$ cat src/rtl/lsu_pkg.sv
// Shared types for the load/store unit: access size codes, FSM states and size helpers.
package lsu_pkg;

    typedef enum logic [1:0] {
        SZ_B = 2'd0,
        SZ_H = 2'd1,
        SZ_W = 2'd2,
        SZ_D = 2'd3
    } size_e;

    typedef enum logic [2:0] {
        IDLE,
        RD,
        WR,
        ERR,
        RESP
    } state_e;

    function automatic logic [3:0] byte_count(input size_e size);
        return 4'd1 << size;
    endfunction

endpackage

$ cat src/rtl/lsu_mem_master_if.sv
// Request/response channel from the MEM stage plus the data-memory bus of the LSU.
// The master modport is the LSU itself; slave is the surrounding core and memory.
interface lsu_mem_master_if;

    logic        req_valid;
    logic        req_ready;
    logic        req_we;
    logic [1:0]  req_size;
    logic        req_unsigned;
    logic [63:0] req_addr;
    logic [63:0] req_wdata;

    logic        resp_valid;
    logic        resp_ready;
    logic [63:0] resp_rdata;
    logic        resp_err;

    logic [63:0] mem_address;
    logic [63:0] mem_write_data;
    logic        mem_read;
    logic        mem_write;
    logic [63:0] mem_read_data;

    modport master (
        input  req_valid, req_we, req_size, req_unsigned, req_addr, req_wdata,
        input  resp_ready, mem_read_data,
        output req_ready, resp_valid, resp_rdata, resp_err,
        output mem_address, mem_write_data, mem_read, mem_write
    );

    modport slave (
        output req_valid, req_we, req_size, req_unsigned, req_addr, req_wdata,
        output resp_ready, mem_read_data,
        input  req_ready, resp_valid, resp_rdata, resp_err,
        input  mem_address, mem_write_data, mem_read, mem_write
    );

endinterface

$ cat src/rtl/lsu_align.sv
// Combinational data alignment: load extract/extend, store byte merge, alignment check.
module lsu_align
    import lsu_pkg::*;
(
    input  size_e       ld_size,
    input  logic        ld_unsigned,
    input  logic [63:0] ld_window,
    output logic [63:0] ld_data,

    input  size_e       st_size,
    input  logic [63:0] st_old,
    input  logic [63:0] st_wdata,
    output logic [63:0] st_merged,

    input  size_e       chk_size,
    input  logic [2:0]  chk_addr,
    output logic        misaligned
);

    always_comb begin
        ld_data = ld_window;
        case (ld_size)
            SZ_B:    ld_data = ld_unsigned ? {56'd0, ld_window[7:0]}
                                           : {{56{ld_window[7]}}, ld_window[7:0]};
            SZ_H:    ld_data = ld_unsigned ? {48'd0, ld_window[15:0]}
                                           : {{48{ld_window[15]}}, ld_window[15:0]};
            SZ_W:    ld_data = ld_unsigned ? {32'd0, ld_window[31:0]}
                                           : {{32{ld_window[31]}}, ld_window[31:0]};
            default: ld_data = ld_window;
        endcase
    end

    // Only the low 2^size bytes come from the store data; the rest of the window is rewritten as read.
    always_comb begin
        st_merged = st_old;
        for (int i = 0; i < 8; i++) begin
            if (4'(i) < byte_count(st_size)) begin
                st_merged[i*8 +: 8] = st_wdata[i*8 +: 8];
            end
        end
    end

    assign misaligned = |({1'b0, chk_addr} & (byte_count(chk_size) - 4'd1));

endmodule

$ cat src/rtl/lsu_mem_master.sv
// Single-outstanding load/store initiator for a 64-bit window data memory.
// Sub-doubleword stores are performed as read-modify-write of the addressed window.
module lsu_mem_master
    import lsu_pkg::*;
#(
    parameter int unsigned MEM_BYTES = 1024
) (
    input logic             clk,
    input logic             rst_n,
    lsu_mem_master_if.master bus
);

    localparam logic [63:0] MAX_ADDR = 64'(MEM_BYTES) - 64'd8;

    state_e      state_q, state_d;
    logic        we_q;
    size_e       size_q;
    logic        uns_q;
    logic        err_q;
    logic [63:0] addr_q;
    logic [63:0] wdata_q;
    logic [63:0] old_q;
    logic [63:0] rdata_q;

    logic        accept;
    logic        misaligned;
    logic        req_err;
    logic [63:0] ld_data;
    logic [63:0] st_merged;
    size_e       req_size;

    assign req_size = size_e'(bus.req_size);
    assign req_err  = misaligned || (bus.req_addr > MAX_ADDR);

    lsu_align u_align (
        .ld_size    (size_q),
        .ld_unsigned(uns_q),
        .ld_window  (bus.mem_read_data),
        .ld_data    (ld_data),
        .st_size    (size_q),
        .st_old     (old_q),
        .st_wdata   (wdata_q),
        .st_merged  (st_merged),
        .chk_size   (req_size),
        .chk_addr   (bus.req_addr[2:0]),
        .misaligned (misaligned)
    );

    // Memory-side outputs depend only on state and captured registers, never on req_*.
    always_comb begin
        state_d            = state_q;
        accept             = 1'b0;
        bus.req_ready      = 1'b0;
        bus.resp_valid     = 1'b0;
        bus.resp_rdata     = '0;
        bus.resp_err       = 1'b0;
        bus.mem_read       = 1'b0;
        bus.mem_write      = 1'b0;
        bus.mem_address    = '0;
        bus.mem_write_data = '0;
        case (state_q)
            IDLE: begin
                bus.req_ready = 1'b1;
                if (bus.req_valid) begin
                    accept = 1'b1;
                    if (req_err) begin
                        state_d = ERR;
                    end else if (!bus.req_we || req_size != SZ_D) begin
                        state_d = RD;
                    end else begin
                        state_d = WR;
                    end
                end
            end
            RD: begin
                bus.mem_read    = 1'b1;
                bus.mem_address = addr_q;
                state_d         = we_q ? WR : RESP;
            end
            WR: begin
                bus.mem_write      = 1'b1;
                bus.mem_address    = addr_q;
                bus.mem_write_data = (size_q == SZ_D) ? wdata_q : st_merged;
                state_d            = RESP;
            end
            ERR: begin
                state_d = RESP;
            end
            RESP: begin
                bus.resp_valid = 1'b1;
                bus.resp_rdata = rdata_q;
                bus.resp_err   = err_q;
                if (bus.resp_ready) begin
                    state_d = IDLE;
                end
            end
            default: begin
                state_d = IDLE;
            end
        endcase
    end

    always_ff @(posedge clk or negedge rst_n) begin
        if (!rst_n) begin
            state_q <= IDLE;
            we_q    <= 1'b0;
            size_q  <= SZ_B;
            uns_q   <= 1'b0;
            err_q   <= 1'b0;
            addr_q  <= '0;
            wdata_q <= '0;
            old_q   <= '0;
            rdata_q <= '0;
        end else begin
            state_q <= state_d;
            if (accept) begin
                we_q    <= bus.req_we;
                size_q  <= req_size;
                uns_q   <= bus.req_unsigned;
                err_q   <= req_err;
                addr_q  <= bus.req_addr;
                wdata_q <= bus.req_wdata;
                old_q   <= '0;
                rdata_q <= '0;
            end else if (state_q == RD) begin
                if (we_q) begin
                    old_q <= bus.mem_read_data;
                end else begin
                    rdata_q <= ld_data;
                end
            end
        end
    end

endmodule

$ cat src/flat_wrapper.sv
// flat-port wrapper written by rule: the top's interface ports become plain ports
module lsu_mem_master_flat import lsu_pkg::*;
#(
    parameter int unsigned MEM_BYTES = 1024
)
  (clk, rst_n, bus_req_valid, bus_req_we, bus_req_size, bus_req_unsigned, bus_req_addr, bus_req_wdata, bus_resp_ready, bus_mem_read_data, bus_req_ready, bus_resp_valid, bus_resp_rdata, bus_resp_err, bus_mem_address, bus_mem_write_data, bus_mem_read, bus_mem_write);
  lsu_mem_master_if bus_i ();
  input logic clk;
  input logic rst_n;
  input wire logic [$bits(bus_i.req_valid)-1:0] bus_req_valid;
  input wire logic [$bits(bus_i.req_we)-1:0] bus_req_we;
  input wire logic [$bits(bus_i.req_size)-1:0] bus_req_size;
  input wire logic [$bits(bus_i.req_unsigned)-1:0] bus_req_unsigned;
  input wire logic [$bits(bus_i.req_addr)-1:0] bus_req_addr;
  input wire logic [$bits(bus_i.req_wdata)-1:0] bus_req_wdata;
  input wire logic [$bits(bus_i.resp_ready)-1:0] bus_resp_ready;
  input wire logic [$bits(bus_i.mem_read_data)-1:0] bus_mem_read_data;
  output wire logic [$bits(bus_i.req_ready)-1:0] bus_req_ready;
  output wire logic [$bits(bus_i.resp_valid)-1:0] bus_resp_valid;
  output wire logic [$bits(bus_i.resp_rdata)-1:0] bus_resp_rdata;
  output wire logic [$bits(bus_i.resp_err)-1:0] bus_resp_err;
  output wire logic [$bits(bus_i.mem_address)-1:0] bus_mem_address;
  output wire logic [$bits(bus_i.mem_write_data)-1:0] bus_mem_write_data;
  output wire logic [$bits(bus_i.mem_read)-1:0] bus_mem_read;
  output wire logic [$bits(bus_i.mem_write)-1:0] bus_mem_write;
  assign bus_i.req_valid = bus_req_valid;
  assign bus_i.req_we = bus_req_we;
  assign bus_i.req_size = bus_req_size;
  assign bus_i.req_unsigned = bus_req_unsigned;
  assign bus_i.req_addr = bus_req_addr;
  assign bus_i.req_wdata = bus_req_wdata;
  assign bus_i.resp_ready = bus_resp_ready;
  assign bus_i.mem_read_data = bus_mem_read_data;
  assign bus_req_ready = bus_i.req_ready;
  assign bus_resp_valid = bus_i.resp_valid;
  assign bus_resp_rdata = bus_i.resp_rdata;
  assign bus_resp_err = bus_i.resp_err;
  assign bus_mem_address = bus_i.mem_address;
  assign bus_mem_write_data = bus_i.mem_write_data;
  assign bus_mem_read = bus_i.mem_read;
  assign bus_mem_write = bus_i.mem_write;
  lsu_mem_master #(.MEM_BYTES(MEM_BYTES)) u_core (.clk(clk), .rst_n(rst_n), .bus(bus_i));
endmodule
$ cat config.mk
export PLATFORM = sky130hd
export DESIGN_NAME = lsu_mem_master_flat
export DESIGN_NICKNAME = d
export VERILOG_FILES = /design/src/rtl/lsu_pkg.sv /design/src/rtl/lsu_mem_master_if.sv /design/src/rtl/lsu_align.sv /design/src/rtl/lsu_mem_master.sv /design/src/flat_wrapper.sv
export SDC_FILE = /design/constraint.sdc
export NUM_CORES = 1
export LEC_CHECK = 0
export ABC_AREA = 1
export CORE_MARGIN = 3
export CORE_UTILIZATION = 30
export DETAILED_ROUTE_END_ITERATION = 8
export PLACE_DENSITY = 0.62
export SLEW_MARGIN = 20
export SYNTH_ARGS = -nofsm -noshare
export SYNTH_HDL_FRONTEND = slang
export SYNTH_SLANG_ARGS = --single-unit
$ cat constraint.sdc
create_clock -name clk -period 1.9 [get_ports clk]
set_input_delay 0.285 -clock clk [delete_from_list [all_inputs] [get_ports clk]]
set_output_delay 0.285 -clock clk [all_outputs]
set_load 0.01 [all_outputs]
**Word level (Yosys, flattened, before mapping)**

Cells that the tools add are included.

- Bits in registers: 264
- Logic and storage cells: 81

- Add/subtract/negate cells: 1
- $lt $le $gt $ge: 9
- Eq/ne operators: 11
- Shifts and indexed selects: 2
- Mux-type cells: 35
- Bitwise operators: 1
- Reduce and logical (&&, ||, !) cells: 13

Operators by type and width:

| kind | number |
|---|---|
| $mux W64 | 13 |
| $pmux W64 S3 | 1 |
| $gt A64 B10 Y1 const B | 1 |
| $mux W8 | 8 |
| $lt A3 B4 Y1 const A | 4 |
| $mux W3 | 4 |
| $pmux W3 S4 | 1 |
| $lt A1 B4 Y1 const A | 2 |
| $lt A2 B4 Y1 const A | 2 |
| $ne A2 B2 Y1 const B | 4 |
| $shl A1 B2 Y4 const A | 2 |
| $mux W1 | 7 |
| $eq A3 B2 Y1 const B | 2 |
| $reduce_and A2 Y1 | 3 |
| $and A3 B4 Y4 | 1 |
| $eq A2 B2 Y1 const B | 2 |
| $reduce_bool A2 Y1 | 2 |
| $reduce_or A2 Y1 | 2 |
| $reduce_or A4 Y1 | 1 |
| $sub A4 B1 Y4 const B | 1 |
| $eq A3 B1 Y1 const B | 1 |
| $eq A3 B3 Y1 const B | 1 |
| $logic_not A3 Y1 | 1 |
| $eq A2 B1 Y1 const B | 1 |
| other kinds (4) | 5 |

**Logic depth before layout (Yosys ltp)**

- Depth after elaboration: 8
- Gate-level depth with buffers: 9
- Mapped depth without buffers: 8

**Hierarchy**

A second synthesis with hierarchy kept.

- Cells, all modules: 1901
- Area total of the unflattened synthesis: 13953.4 µm²

By module, submodules not included:

| module | instances | cells each | area an instance (µm²) |
|---|---|---|---|
| lsu_mem_master | 1 | 1582 | 12289.3 |
| lsu_align | 1 | 319 | 1664.1 |

**Least setup slack after synthesis**

Ideal clock, no wire load.

- Kind: register to output
- Start point: reg u_core.state_q[0]
- End point: out bus_mem_write_data[54]
- Arrival time: 1404 ps
- Data required time: 1615 ps
- Setup slack: 211 ps
- Cell stages (with the launch flop): 7
- Path buffers: 1
- Path through: dfrtp_1 inv_1 nand3_1 inv_2 clkbuf_1 o21ai_0 a21oi_1

- Word-level cells in the longest chain between the ends: 2

Ends and longest elaborated chain:

| element | line | text |
|---|---|---|
| from (decl) | lsu_mem_master.sv:15 | `state_e state_q, state_d;` |
| from (signal assigned) | lsu_mem_master.sv:115 | `state_q <= state_d;` |
| $eq A3 B2 Y1 | lsu_mem_master.sv:61 | `case (state_q)` |
| $mux W64 | lsu_mem_master.sv:61 |  |
| to (decl) | flat_wrapper.sv:23 | `output wire logic [$bits(bus_i.mem_write_data)-1:0] bus_mem_write_data;` |

No other way between the ends.

**Worst setup path in the final report**

- Start point: reg u_core.state_q[1]
- End point: out bus_mem_address[55]

- Word-level cells in the longest chain between the ends: 3

Ends and longest elaborated chain:

| element | line | text |
|---|---|---|
| $eq A3 B2 Y1 / $eq A3 B1 Y1 (equally long branches) | lsu_mem_master.sv:61 |  |
| $reduce_or A2 Y1 (no source line) (*) | -- |  |
| $mux W64 (*) | lsu_mem_master.sv:61 |  |
| to (decl) | flat_wrapper.sv:22 | `output wire logic [$bits(bus_i.mem_address)-1:0] bus_mem_address;` |

Mark *: on every way between the ends. The rest lies on a longest branch, timed or not.

==> results.md <==
- Cell taking the most area after synthesis: dfrtp_1
- Largest net degree at the start of global routing: 59
- Area Growth Syn to Fin: 60.4%
- Register bit total from synthesis: 256
- Fmax: 421 MHz
- Sequential share of power: 0.289
- CTS buffer count: 31
- Period utilisation layout: 1.25
- 1st-pass router iterations: 5
- Leakage: just under 9 nW
- Worst-path clk slew: 60 ps
- Rel. slew slack: 0.662
- Sw power: 11.8 mW
- Inst Count DP: about 2400
- Worst Tran Pin Value: 508 ps
- H-tree depth: 1
- Post-layout nets: 2153
- Crit path max fanout: 8
- YS warnings: 0
- Sw frac: 0.403
- Clock share of power: 0.210
- Final instance area: 19000 um^2
- Drt via density: 4.77
- Largest cells by area after synthesis: dfrtp_1, nand2_1, o21ai_0
- Top sig layer: met5
- Clock Path Buffers: 3
- Routed wire length on met3: approximately 3 mm
- Max-slew violations: 0
- R2r setup slk: -70 ps
- Run status: complete, but fails checks
- CTS tree: done
- Final GP Congestion: 0.872
- Post-synth top area share: 0.541
- Die area: around 42000 um^2
- Max-cap viol count: 0
- Clk_lat worst skew: ~560 ps
- WL per Instance: 19.3 um
- Nature of the critical path startpoint: flip-flop
- CTS Sinks: 256
- FF-to-FF path depth: 9
- Port Buf Inserts: 396
- Post-route setup slack: -475 ps
- Global-route wire length before repair: 69.0 mm
- Vias in the first global route: 11700
- Die Span X: ~200 um
- Final setup viols: about 270
- Initial antenna violation count: 4
- Setup crit end kind: output pin
- Finished Layout Cells: 2498
- Clk_skew: about 17 ps
- Cell Rows: 72
- Share of cells above drive strength 1: 0.290
- Initial drt markers: 841
- Critical path class: flip-flop to output pin
- Worst r2r src: u_core.state_q[1]
- All-layer global routing usage: 0.210
- Layout filler cell count: 3666
- Yosys cell types: 26
- Metal2 WL: 23.9 mm
- Period minus WS final: 2380 ps
- Sequential share of the synthesized area: 0.541
- Failing checks: negative setup slack
- Max IR drop VDD: slightly above 0.0008 V
- CP arrival: 2090 ps
- Total number of vias: 11900
- Final hold vios: 0
- I/O pins: 397
- Core area: 38800 um^2
- Combinational Power Share: 0.501
- Die Span Y: 205 um
- Hpwl dp: 31.7 mm
- Routed wire length: 48.3 mm
- DP Area: 16700 um^2
- Worst Hold Class: primary input to async pin
- Post-DRT Antenna Nets: 0
- DR DRC count: 0
- Initial Utilization: 0.305
- Worst reg2reg path endpoint: u_core.rdata_q[29]
- Syn avg cell area: 7.93 um^2
- Critical path required time: 1620 ps
- Internal Power: 17.5 mW
- RSZ-0062 raised after global routing: yes
- Syn nets: 1693
- Remaining Overflow, GRT: 0
- Mapped Cells: 1493
- Power per cell area: 1540 nW/um^2
- Cell area after synthesis: about 12000 um^2
- WL met1: 19.8 mm
- Root buffer cell: clkbuf_16
critical path, stage by stage, from the launching register on:
cell and delay, ps:
dfrtp_2 450, buf_4 170, nor3_4 150, or2_4 190, inv_8 60, buf_12 130
clkbuf_16 160, nor2_2 80, buf_2 140
final cells by class:
class                   count  area [um^2]  share of cell area
flip-flops and latches    256         6410               0.338
repair buffers            530         5070               0.267
multi-input cells         927         4970               0.262
clock buffers              49          943              0.0497
inverters                 207          812              0.0428
well taps                 518          648              0.0341
clock inverters             8          119             0.00626
diodes                      3         7.51            0.000395
what timing repair did:
item | in CTS | in global routing
buffers inserted | 15 | 37
gates cloned | 8 | 9
hold buffers | 1 | 0
hold endpoints to repair | 43 | 0
gates resized for setup | 692 | 421
pin swaps | 2 | 5
setup endpoints to repair | 306 | 361
worst max-delay path by stage:
stage,from,endpoint
after floorplan,u_core.state_q[0],bus_mem_write_data[54]
after global placement,u_core.size_q[1],bus_mem_write_data[33]
after detailed placement,u_core.size_q[1],bus_mem_write_data[32]
after CTS,u_core.state_q[0],bus_resp_rdata[45]
after global routing,u_core.state_q[0],bus_mem_address[24]
final,u_core.state_q[1],bus_mem_address[55]
metrics by stage:
stage          setup slack, ps  setup TNS [ps]   util  hold WS [ps]  total power, mW
2_1_floorplan              211               0      -         -10.6             14.5
3_3_place_gp              -283          -24380  0.431           248             19.7
3_5_place_dp              -279          -28170  0.431           252             20.0
4_1_cts                   -483          -86070  0.460           226             26.9
5_1_grt                   -539          -97590  0.489           253             31.0
6_report                  -475          -67380  0.489           245             29.2
power groups by stage:
stage	Combinational, mW	Clock, mW	Sequential, mW
global placement	11.5	0	8.27
global route	15.9	6.50	8.65
finish	14.6	6.13	8.45
floorplan	6.36	0	8.10
detailed placement	11.6	0	8.34
CTS	12.3	6.29	8.27
flip-flops by register name, indices dropped and copies added, names as in the netlist:
name            flops
u_core.addr_q      64
u_core.rdata_q     64
u_core.wdata_q     64
u_core.old_q       56
u_core.state_q      3
u_core.size_q       2
u_core.err_q        1
u_core.uns_q        1
u_core.we_q         1
cells by family after synthesis:
logic type,count (synthesis),share of synthesized area
DFF,256,0.541
AOI/OAI and AO/OA,333,0.150
buffers and inverters,310,0.107
and+or+nand+nor,594,0.201
placed cells by master, fill, tap and decap left out, drive strengths merged, types with 5 or more instances in the layout:
cell type,n
a21oi,74
clkdlybuf4s50,198
dlygate4sd2,7
nor2,178
buf,308
clkinv,5
clkbuf,59
dfrtp,256
o22ai,57
nand2,328
nand3,79
o21ai,193
inv,207
Yosys cell counts (all sizes together):
library cell,instances
a221oi,4
clkbuf,43
nor3,4
inv,207
o21ai,193
nor2,178
dfrtp,256
a21oi,74
o22ai,57
a22oi,4
nand3,79
or2,1
nand4,3
nand2,328
o2111ai,1
nand3b,1
buf,60
routing by layer:
layer / track usage / vias to the layer above
met1: 0.273 / 5786
met4: 0.0629 / 2
met3: 0.0354 / 82
met2: 0.360 / 381
li1: - / 5674
met5: 0 / -
(Power assumes the default switching activity.)
